`src/rtl/screen_arbiter_pkg.sv`:
```
// Shared widths and arbiter FSM encoding for the screen RAM arbiter.
package screen_arbiter_pkg;
  localparam int ADDR_WIDTH_DEF = 13;
  localparam int DATA_WIDTH_DEF = 16;

  typedef enum logic {
    IDLE    = 1'b0,
    RD_WAIT = 1'b1
  } arb_state_t;
endpackage

```
`src/rtl/screen_arbiter_write_post_buffer.sv`:
```
// One-entry posted-write buffer: load/overwrite beats drain in the same cycle,
// and an address compare drives read forwarding and same-address overwrite.
module write_post_buffer
  import screen_arbiter_pkg::*;
#(
  parameter int ADDR_WIDTH = ADDR_WIDTH_DEF,
  parameter int DATA_WIDTH = DATA_WIDTH_DEF
) (
  input  logic                  clk,
  input  logic                  reset,
  input  logic                  load,
  input  logic                  drain,
  input  logic [ADDR_WIDTH-1:0] load_address,
  input  logic [DATA_WIDTH-1:0] load_data,
  input  logic [ADDR_WIDTH-1:0] compare_address,
  output logic                  valid,
  output logic [ADDR_WIDTH-1:0] address,
  output logic [DATA_WIDTH-1:0] data,
  output logic                  match
);

  always_ff @(posedge clk) begin
    if (reset) begin
      valid   <= 1'b0;
      address <= '0;
      data    <= '0;
    end else if (load) begin
      valid   <= 1'b1;
      address <= load_address;
      data    <= load_data;
    end else if (drain) begin
      valid   <= 1'b0;
    end
  end

  assign match = valid && (address == compare_address);

endmodule

```
`src/rtl/screen_arbiter.sv`:
```
// Single-port screen RAM arbiter: VGA fetch has absolute priority, then the
// posted-write drain, then CPU read misses; CPU reads hitting the posted write are forwarded.
module screen_arbiter
  import screen_arbiter_pkg::*;
#(
  parameter int ADDR_WIDTH = ADDR_WIDTH_DEF,
  parameter int DATA_WIDTH = DATA_WIDTH_DEF
) (
  input  logic                  clk,
  input  logic                  reset,
  input  logic                  cpu_req,
  input  logic                  cpu_load,
  input  logic [ADDR_WIDTH-1:0] cpu_address,
  input  logic [DATA_WIDTH-1:0] cpu_wdata,
  output logic [DATA_WIDTH-1:0] cpu_rdata,
  output logic                  cpu_busy,
  input  logic                  vga_req,
  input  logic [ADDR_WIDTH-1:0] vga_address,
  output logic [DATA_WIDTH-1:0] vga_rdata,
  output logic                  vga_valid,
  output logic [ADDR_WIDTH-1:0] ram_address,
  output logic [DATA_WIDTH-1:0] ram_wdata,
  output logic                  ram_we,
  input  logic [DATA_WIDTH-1:0] ram_rdata
);

  arb_state_t            state, state_next;
  logic                  wbuf_valid, wbuf_match;
  logic [ADDR_WIDTH-1:0] wbuf_address;
  logic [DATA_WIDTH-1:0] wbuf_data;
  logic [DATA_WIDTH-1:0] cpu_rdata_q, vga_rdata_q;
  logic                  drain, wr_accept, rd_fwd, rd_issue, cpu_idle_read;

  // Drain only in slots VGA leaves free; reset suppresses any pending drain.
  assign drain         = !reset && wbuf_valid && !vga_req;
  assign cpu_idle_read = !reset && (state == IDLE) && cpu_req && !cpu_load;
  assign wr_accept     = !reset && (state == IDLE) && cpu_req && cpu_load &&
                         (!wbuf_valid || drain || wbuf_match);
  assign rd_fwd        = cpu_idle_read && wbuf_match;
  assign rd_issue      = cpu_idle_read && !wbuf_valid && !vga_req;

  write_post_buffer #(
    .ADDR_WIDTH(ADDR_WIDTH),
    .DATA_WIDTH(DATA_WIDTH)
  ) u_wbuf (
    .clk            (clk),
    .reset          (reset),
    .load           (wr_accept),
    .drain          (drain),
    .load_address   (cpu_address),
    .load_data      (cpu_wdata),
    .compare_address(cpu_address),
    .valid          (wbuf_valid),
    .address        (wbuf_address),
    .data           (wbuf_data),
    .match          (wbuf_match)
  );

  always_comb begin
    ram_address = cpu_address;
    if (vga_req) begin
      ram_address = vga_address;
    end else if (wbuf_valid) begin
      ram_address = wbuf_address;
    end
  end

  assign ram_we    = drain;
  assign ram_wdata = wbuf_data;

  always_comb begin
    state_next = state;
    cpu_busy   = 1'b0;
    cpu_rdata  = cpu_rdata_q;
    case (state)
      IDLE: begin
        if (rd_issue) state_next = RD_WAIT;
        if (rd_fwd) cpu_rdata = wbuf_data;
        if (cpu_req && !wr_accept && !rd_fwd) cpu_busy = 1'b1;
      end
      RD_WAIT: begin
        state_next = IDLE;
        cpu_rdata  = ram_rdata;
      end
      default: state_next = IDLE;
    endcase
    if (reset) begin
      state_next = IDLE;
      cpu_busy   = 1'b0;
      cpu_rdata  = cpu_rdata_q;
    end
  end

  assign vga_rdata = vga_valid ? ram_rdata : vga_rdata_q;

  always_ff @(posedge clk) begin
    if (reset) begin
      state       <= IDLE;
      cpu_rdata_q <= '0;
      vga_rdata_q <= '0;
      vga_valid   <= 1'b0;
    end else begin
      state       <= state_next;
      cpu_rdata_q <= cpu_rdata;
      vga_rdata_q <= vga_rdata;
      vga_valid   <= vga_req;
    end
  end

endmodule

```
`config.mk`:
```
export PLATFORM = sky130hd
export DESIGN_NAME = screen_arbiter
export DESIGN_NICKNAME = d
export VERILOG_FILES = /design/src/rtl/screen_arbiter_pkg.sv /design/src/rtl/screen_arbiter_write_post_buffer.sv /design/src/rtl/screen_arbiter.sv
export SDC_FILE = /design/constraint.sdc
export NUM_CORES = 1
export LEC_CHECK = 0
export BUFFER_PORTS_ARGS = -buffer_cell sky130_fd_sc_hd__buf_4
export CAP_MARGIN = 15
export CORE_MARGIN = 1.5
export CORE_UTILIZATION = 45
export DETAILED_ROUTE_END_ITERATION = 8
export GPL_ROUTABILITY_DRIVEN = 0
export PLACE_DENSITY_LB_ADDON = 0.05
export SYNTH_ARGS = -nofsm -noshare
export SYNTH_HDL_FRONTEND = slang
export SYNTH_SLANG_ARGS = --single-unit
export TNS_END_PERCENT = 20
```
`constraint.sdc`:
```
create_clock -name clk -period 1.94 [get_ports clk]
set_clock_uncertainty 0.15 [all_clocks]
set_input_delay 0.194 -clock clk [delete_from_list [all_inputs] [get_ports clk]]
set_output_delay 0.194 -clock clk [all_outputs]
set_load 0.05 [all_outputs]
```
Word-level counts from Yosys, hierarchy flattened
Index checks and enable logic that the tools add are counted.
{"block": "op_classes", "div_mod_pow": 0, "n_eq_ne": 1, "muxes": 13, "mul": 0, "order_cmp": 0, "n_reduce_logical": 22, "bitwise_logic": 1, "n_shift": 0, "addsub": 0}
{"op": "$mux 16", "count": 3}
{"op": "$pmux 16 s2", "count": 1}
{"op": "$mux 13", "count": 2}
{"op": "$eq 13x13->1", "count": 1}
{"op": "$logic_and 1x1->1", "count": 13}
{"op": "$logic_not 1->1", "count": 6}
{"op": "$mux 1", "count": 6}
{"op": "$logic_or 1x1->1", "count": 2}
{"op": "$pmux 1 s2", "count": 1}
{"op": "$reduce_bool 2->1", "count": 1}
{"op": "$not 1->1", "count": 1}
{"block": "totals", "n_memories": 0, "latchBits": 0, "out_inout_bits": 64, "ram_bits": 0, "inputBits": 63, "rom_bits": 0, "reg_bits": 64}

Longest topological paths before layout
{"block": "depth", "ltp_word": 12, "mapped_depth": 7, "depth_no_buf": 5}

By module
A second synthesis with hierarchy kept.
{"block": "unflattened", "hier_cells": 353, "hier_area_um2": 3254.4}
{"module": "screen_arbiter", "seq_area_each_um2": 680.7, "instances": 1, "cells_each": 237, "area_per_inst_um2": 2043.2}
{"module": "write_post_buffer", "seq_area_each_um2": 600.6, "instances": 1, "cells_each": 116, "area_per_inst_um2": 1211.2}

Worst setup path before layout
OpenSTA, ideal clock, no wires.
{"block": "synth_path", "path_type": "register to output", "startpoint": "register u_wbuf.valid", "endpoint": "output ram_we", "n_path_buf": 2, "setup_slack_ns": -0.472, "required_time_ns": 1.596, "stages_incl_launch_ff": 4, "arrival_ns": 2.068, "cell_sequence": "dfxtp_1 -> buf_2 -> buf_2 -> nor3b_1"}
{"block": "synth_via", "elab_chain_cells": 2}
{"element": "start, declared", "line": "screen_arbiter_write_post_buffer.sv:16", "rtl": "output logic valid,"}
{"element": "start signal, assigned", "line": "screen_arbiter_write_post_buffer.sv:24", "rtl": "valid <= 1'b0;"}
{"element": "start signal, assigned", "line": "screen_arbiter_write_post_buffer.sv:28", "rtl": "valid <= 1'b1;"}
{"element": "start signal, assigned", "line": "screen_arbiter_write_post_buffer.sv:32", "rtl": "valid <= 1'b0;"}
{"element": "$logic_and 1x1->1 (2 in a row)", "line": "screen_arbiter.sv:35", "rtl": "assign drain = !reset && wbuf_valid && !vga_req;"}
{"element": "end, declared", "line": "screen_arbiter.sv:23", "rtl": "output logic ram_we,"}
Every way passes these cells.

Final worst setup path
{"block": "layout_path", "startpoint": "register u_wbuf.address[0]", "endpoint": "output cpu_rdata[1]"}
{"block": "layout_via", "elab_chain_cells": 6}
{"element": "start, declared", "line": "screen_arbiter_write_post_buffer.sv:17", "rtl": "output logic [ADDR_WIDTH-1:0] address,"}
{"element": "start signal, assigned", "line": "screen_arbiter_write_post_buffer.sv:29", "rtl": "address <= load_address;"}
{"element": "$eq 13x13->1", "line": "screen_arbiter_write_post_buffer.sv:36", "rtl": "assign match = valid && (address == compare_address);"}
{"element": "$logic_and 1x1->1", "line": "screen_arbiter_write_post_buffer.sv:36"}
{"element": "$logic_and 1x1->1", "line": "screen_arbiter.sv:39", "rtl": "assign rd_fwd = cpu_idle_read && wbuf_match;"}
{"element": "$mux 16", "line": "screen_arbiter.sv:78", "rtl": "if (rd_fwd) cpu_rdata = wbuf_data;"}
{"element": "$pmux 16 s2", "line": "screen_arbiter.sv:75", "rtl": "case (state)"}
{"element": "$mux 16", "line": "screen_arbiter.sv:87", "rtl": "if (reset) begin"}
{"element": "end, declared", "line": "screen_arbiter.sv:15", "rtl": "output logic [DATA_WIDTH-1:0] cpu_rdata,"}
Every way passes these cells.

==> impl_metrics.sql <==
INSERT INTO impl_metrics (metric_group, metric, value, unit) VALUES
('route', 'drt-vias-per-instance', '5.56', ''),
('floorplan', 'dieHeight', '90.7', 'µm'),
('floorplan', 'die_area', '0.00822', 'mm²'),
('synth', 'synth_area_per_cell', '8.60', 'µm²'),
('global_route', 'grt.overflow.total', '0', ''),
('worst_setup_path', 'critPathLaunchType', 'flop', ''),
('final_layout', 'area_used_by_multi_input_combinational_logic', '0.00196', 'mm²'),
('worst_setup_path', 'path_cells', 'xor2_1, nor4_1, and4_2, nand3_4, buf_12, o221a_1, buf_6', ''),
('synth', 'synth-seq-area-share', '37.1', '%'),
('floorplan', 'boundaryPins', '127', ''),
('hold_path', 'holdCritPathClass', 'in -> reg', ''),
('final_layout', 'nNetsFinal', '615', ''),
('floorplan', 'floorplan.rows', '31', ''),
('cts', 'clock_path_buffers', '2', ''),
('worst_setup_path', 'timing.critical_path.slowest_stage_cell', 'dfxtp_2', ''),
('sta', 'postLayoutSetupSlackWorst', '-0.510', 'ns'),
('placed_design', 'placement_setup_slack', '-0.196', 'ns'),
('synth', 'yosys_register_bits', '64', ''),
('placed_design', 'placement.io_buffers', '126', ''),
('final_layout', 'finish.utilization', '70.4', '%'),
('sta', 'slew_violations', '0', ''),
('final_layout', 'antenna-diode-count', '0', ''),
('final_layout', 'synth_to_final_area_change', '49.3', '%'),
('final_layout', 'filler_cell_count', '609', ''),
('synth', 'synth.net_count', '465', ''),
('worst_setup_path', 'crit_path_max_incr_delay', '0.33', 'ns'),
('synth', 'synth_ff_type', 'dfxtp_1', ''),
('sta', 'finalHoldViolations', '0', ''),
('sta', 'timing.max_slew.rel_slack', '73.8', '%'),
('worst_setup_path', 'worst_ep_arrival_time', '2.11', 'ns'),
('global_route', 'pin_count_of_the_biggest_net_entering_global_routing', '45', ''),
('route', 'routed_wire_length_per_instance', '15.5', 'µm'),
('final_layout', 'post-route-cell-area', '0.00516', 'mm²'),
('worst_setup_path', 'criticalPathCategory', 'reg -> out', ''),
('route', 'drt-pass1-iter-count', '4', ''),
('worst_setup_path', 'worst-path-max-fanout', '25', ''),
('sta', 'measured_slew_at_the_worst_slew_check_pin', '0.393', 'ns'),
('status', 'violated_checks', 'setup timing', ''),
('synth', 'cell_count_after_synthesis', '402', ''),
('floorplan', 'die_w', '90.7', 'µm'),
('cts', 'cts-buffers-inserted', '9', ''),
('sta', 'setup_viol', '49', ''),
('route', 'antenna_left', '0', ''),
('synth', 'synth_edf_count', '0', ''),
('worst_setup_path', 'worstPathRequired', '1.60', 'ns'),
('synth', 'synth_area', '0.00346', 'mm²'),
('cts', 'clk_root_buffer_cell', 'clkbuf_8', ''),
('global_route', 'groute.usage.overall', '25.0', '%'),
('synth', 'ys_async_rst_share', '0', '%'),
('power', 'leakagePower', '2.27', 'nW'),
('cts', 'numClockSinks', '64', ''),
('global_route', 'grt_antenna_before_repair', '0', ''),
('cts', 'worst_setup_hold_path_clk_slew', '0.07', 'ns'),
('sta', 'clock.fmax', '408', 'MHz'),
('final_layout', 'seqCellArea', '0.00129', 'mm²'),
('job', 'max_capacitance_violation_count', '0', ''),
('floorplan', 'start_util', '47.2', '%'),
('route', 'postRouteWirelength', '10200', 'µm'),
('placed_design', 'detailedPlacementHpwl', '6910', 'µm'),
('sta', 'unrepaired_setup_endpoints_after_global_routing', 'yes', ''),
('worst_setup_path', 'critPathTopFamily', 'simple AND/OR/NAND/NOR gates', ''),
('power', 'vdd.ir_drop.worst', '0.403', 'mV'),
('route', 'drc_errors', '0', ''),
('route', 'vias', '3649', ''),
('worst_setup_path', 'crit_buf_inv', '2', ''),
('worst_setup_path', 'worstSetupEndpointType', 'primary output', ''),
('synth', 'ys_types', '28', ''),
('placed_design', 'detailed_place.area', '0.00468', 'mm²'),
('floorplan', 'core_area', '0.00733', 'mm²'),
('cts', 'post_cts_buffers', '0', ''),
('sta', 'fin_crit', '2.45', 'ns'),
('cts', 'clock_tree_from_tritoncts', 'yes', ''),
('synth', 'synth.yosys.warnings', '0', ''),
('global_route', 'global_route_wire_length_before_repair', '16900', 'µm'),
('cts', 'clkLatencyLatePin', '0.33', 'ns'),
('sta', 'setup-tns-final', '-10.49', 'ns'),
('sta', 'final.period_utilization', '126', '%'),
('cts', 'cts_max_level', '3', ''),
('route', 'number_of_drc_markers_in_iteration_0', '134', ''),
('final_layout', 'final_layout_size_suffix_gt1_share', '39.0', '%'),
('global_route', 'via_count_of_the_first_global_routing_pass', '3460', ''),
('power', 'power.density_cell_area', '705', 'mW/mm²'),
('status', 'status', 'finished with violations', '');
[cell type report]
cell class	count	area share (%)
well taps	99	2.40
clock inverters	4	1.45
repair buffers	180	28.9
flip-flops and latches	64	24.9
inverters	16	1.16
multi-input cells	281	38.0
clock buffers	12	3.20
[registers in the layout, summed over array words and instances, names as in the netlist]
| signal | count |
|---|---|
| cpu_rdata_q | 16 |
| state | 1 |
| u_wbuf.address | 13 |
| u_wbuf.data | 16 |
| u_wbuf.valid | 1 |
| vga_rdata_q | 16 |
| vga_valid | 1 |
[worst paths after layout]
kind	start	endpoint	slack, ns	cells after the start
max reg2reg	u_wbuf.address[0]	cpu_rdata_q[2]	-0.12	6
max	u_wbuf.address[0]	cpu_rdata[1]	-0.51	7
min	cpu_address[0]	u_wbuf.address[0]	0.005	3
min reg2reg	u_wbuf.address[12]	u_wbuf.address[12]	0.35	2
[worst reg2reg max path, stage by stage, from the launching register on]
cell and delay [ns]:
dfxtp_2 0.33, xor2_1 0.17, nor4_1 0.29, and4_2 0.32, buf_6 0.21, a31o_4 0.30, o221a_1 0.23
[metrics by stage]
stage / cells / hold WS, ns / power [W]
floorplan: 402 / 0.212 / 0.00195
global placement: 626 / 0.331 / 0.00226
detailed placement: 626 / 0.339 / 0.00227
CTS: 656 / 0.00124 / 0.00366
global route: 656 / 0.00949 / 0.00378
finish: 656 / 0.00498 / 0.00364
[kinds of logic (layout without fill, tap and decap cells)]
family | Yosys count | in the layout | synth area share (%)
xor gates and xnor gates | 13 | 13 | 3.29
DFF | 64 | 64 | 37.1
AOI/OAI and AO/OA | 124 | 124 | 26.3
muxes | 29 | 29 | 8.98
buffers and inverters | 57 | 212 | 7.56
and+or+nand+nor | 115 | 115 | 16.8
[cells in the final DEF, fill, tap and decap left out, types with 3 or more instances in the layout]
cell	netlist	final
o21ai_0	14	7
o221a_1	30	30
buf_4	0	144
nand2_1	31	31
mux2_2	16	16
clkbuf_8	0	12
buf_6	5	19
dfxtp_1	64	60
nor3_1	3	3
inv_1	16	16
o21ai_2	0	7
dlygate4sd3_1	0	14
nand2b_1	3	3
a21oi_1	47	47
nor2_1	18	18
nand3_1	29	29
dfxtp_2	0	4
nor2b_1	18	18
nor4_1	5	3
mux2i_1	13	13
xor2_1	13	13
o211ai_1	29	29
[cells in the mapped netlist, types with 3 or more instances]
cell / instances / area share [%]
a21oi_1: 47 / 6.8
inv_1: 16 / 1.7
nor3_1: 3 / 0.43
nor2_1: 18 / 2.0
buf_2: 8 / 1.2
buf_1: 3 / 0.33
nor4_1: 5 / 0.90
o221a_1: 30 / 9.8
nand3_1: 29 / 4.2
xor2_1: 13 / 3.3
mux2_2: 16 / 5.2
dfxtp_1: 64 / 37
nand2b_1: 3 / 0.54
nand2_1: 31 / 3.4
nor2b_1: 18 / 3.3
nor3b_1: 3 / 0.65
mux2i_1: 13 / 3.8
clkbuf_1: 25 / 2.7
o211ai_1: 29 / 6.3
buf_6: 5 / 1.6
o21ai_0: 14 / 2.0
[power by group]
part	total, W	switching [W]	internal [W]
clock network	0.00135	0.000524	0.000829
registers	0.00140	0.0000380	0.00136
logic	0.000882	0.000520	0.000362
[repair_timing]
| action | 4_1_cts | 5_1_grt |
|---|---|---|
| endpoints found under the hold margin | 14 | 0 |
| setup endpoints to repair | 49 | 62 |
| hold buffers | 14 | 0 |
| resized for setup | 19 | 8 |
| pin swaps | 4 | 5 |
[metal layers]
layer  GRT usage (%)  up-vias  routed length, µm
met5               0        -                  0
met4            7.67        0                 88
met3            3.79        8                494
met2            42.2      100               5040
met1            32.9     1769               4550
li1                -     1772                  -
Note: power is estimated with default switching activity, not from simulation.
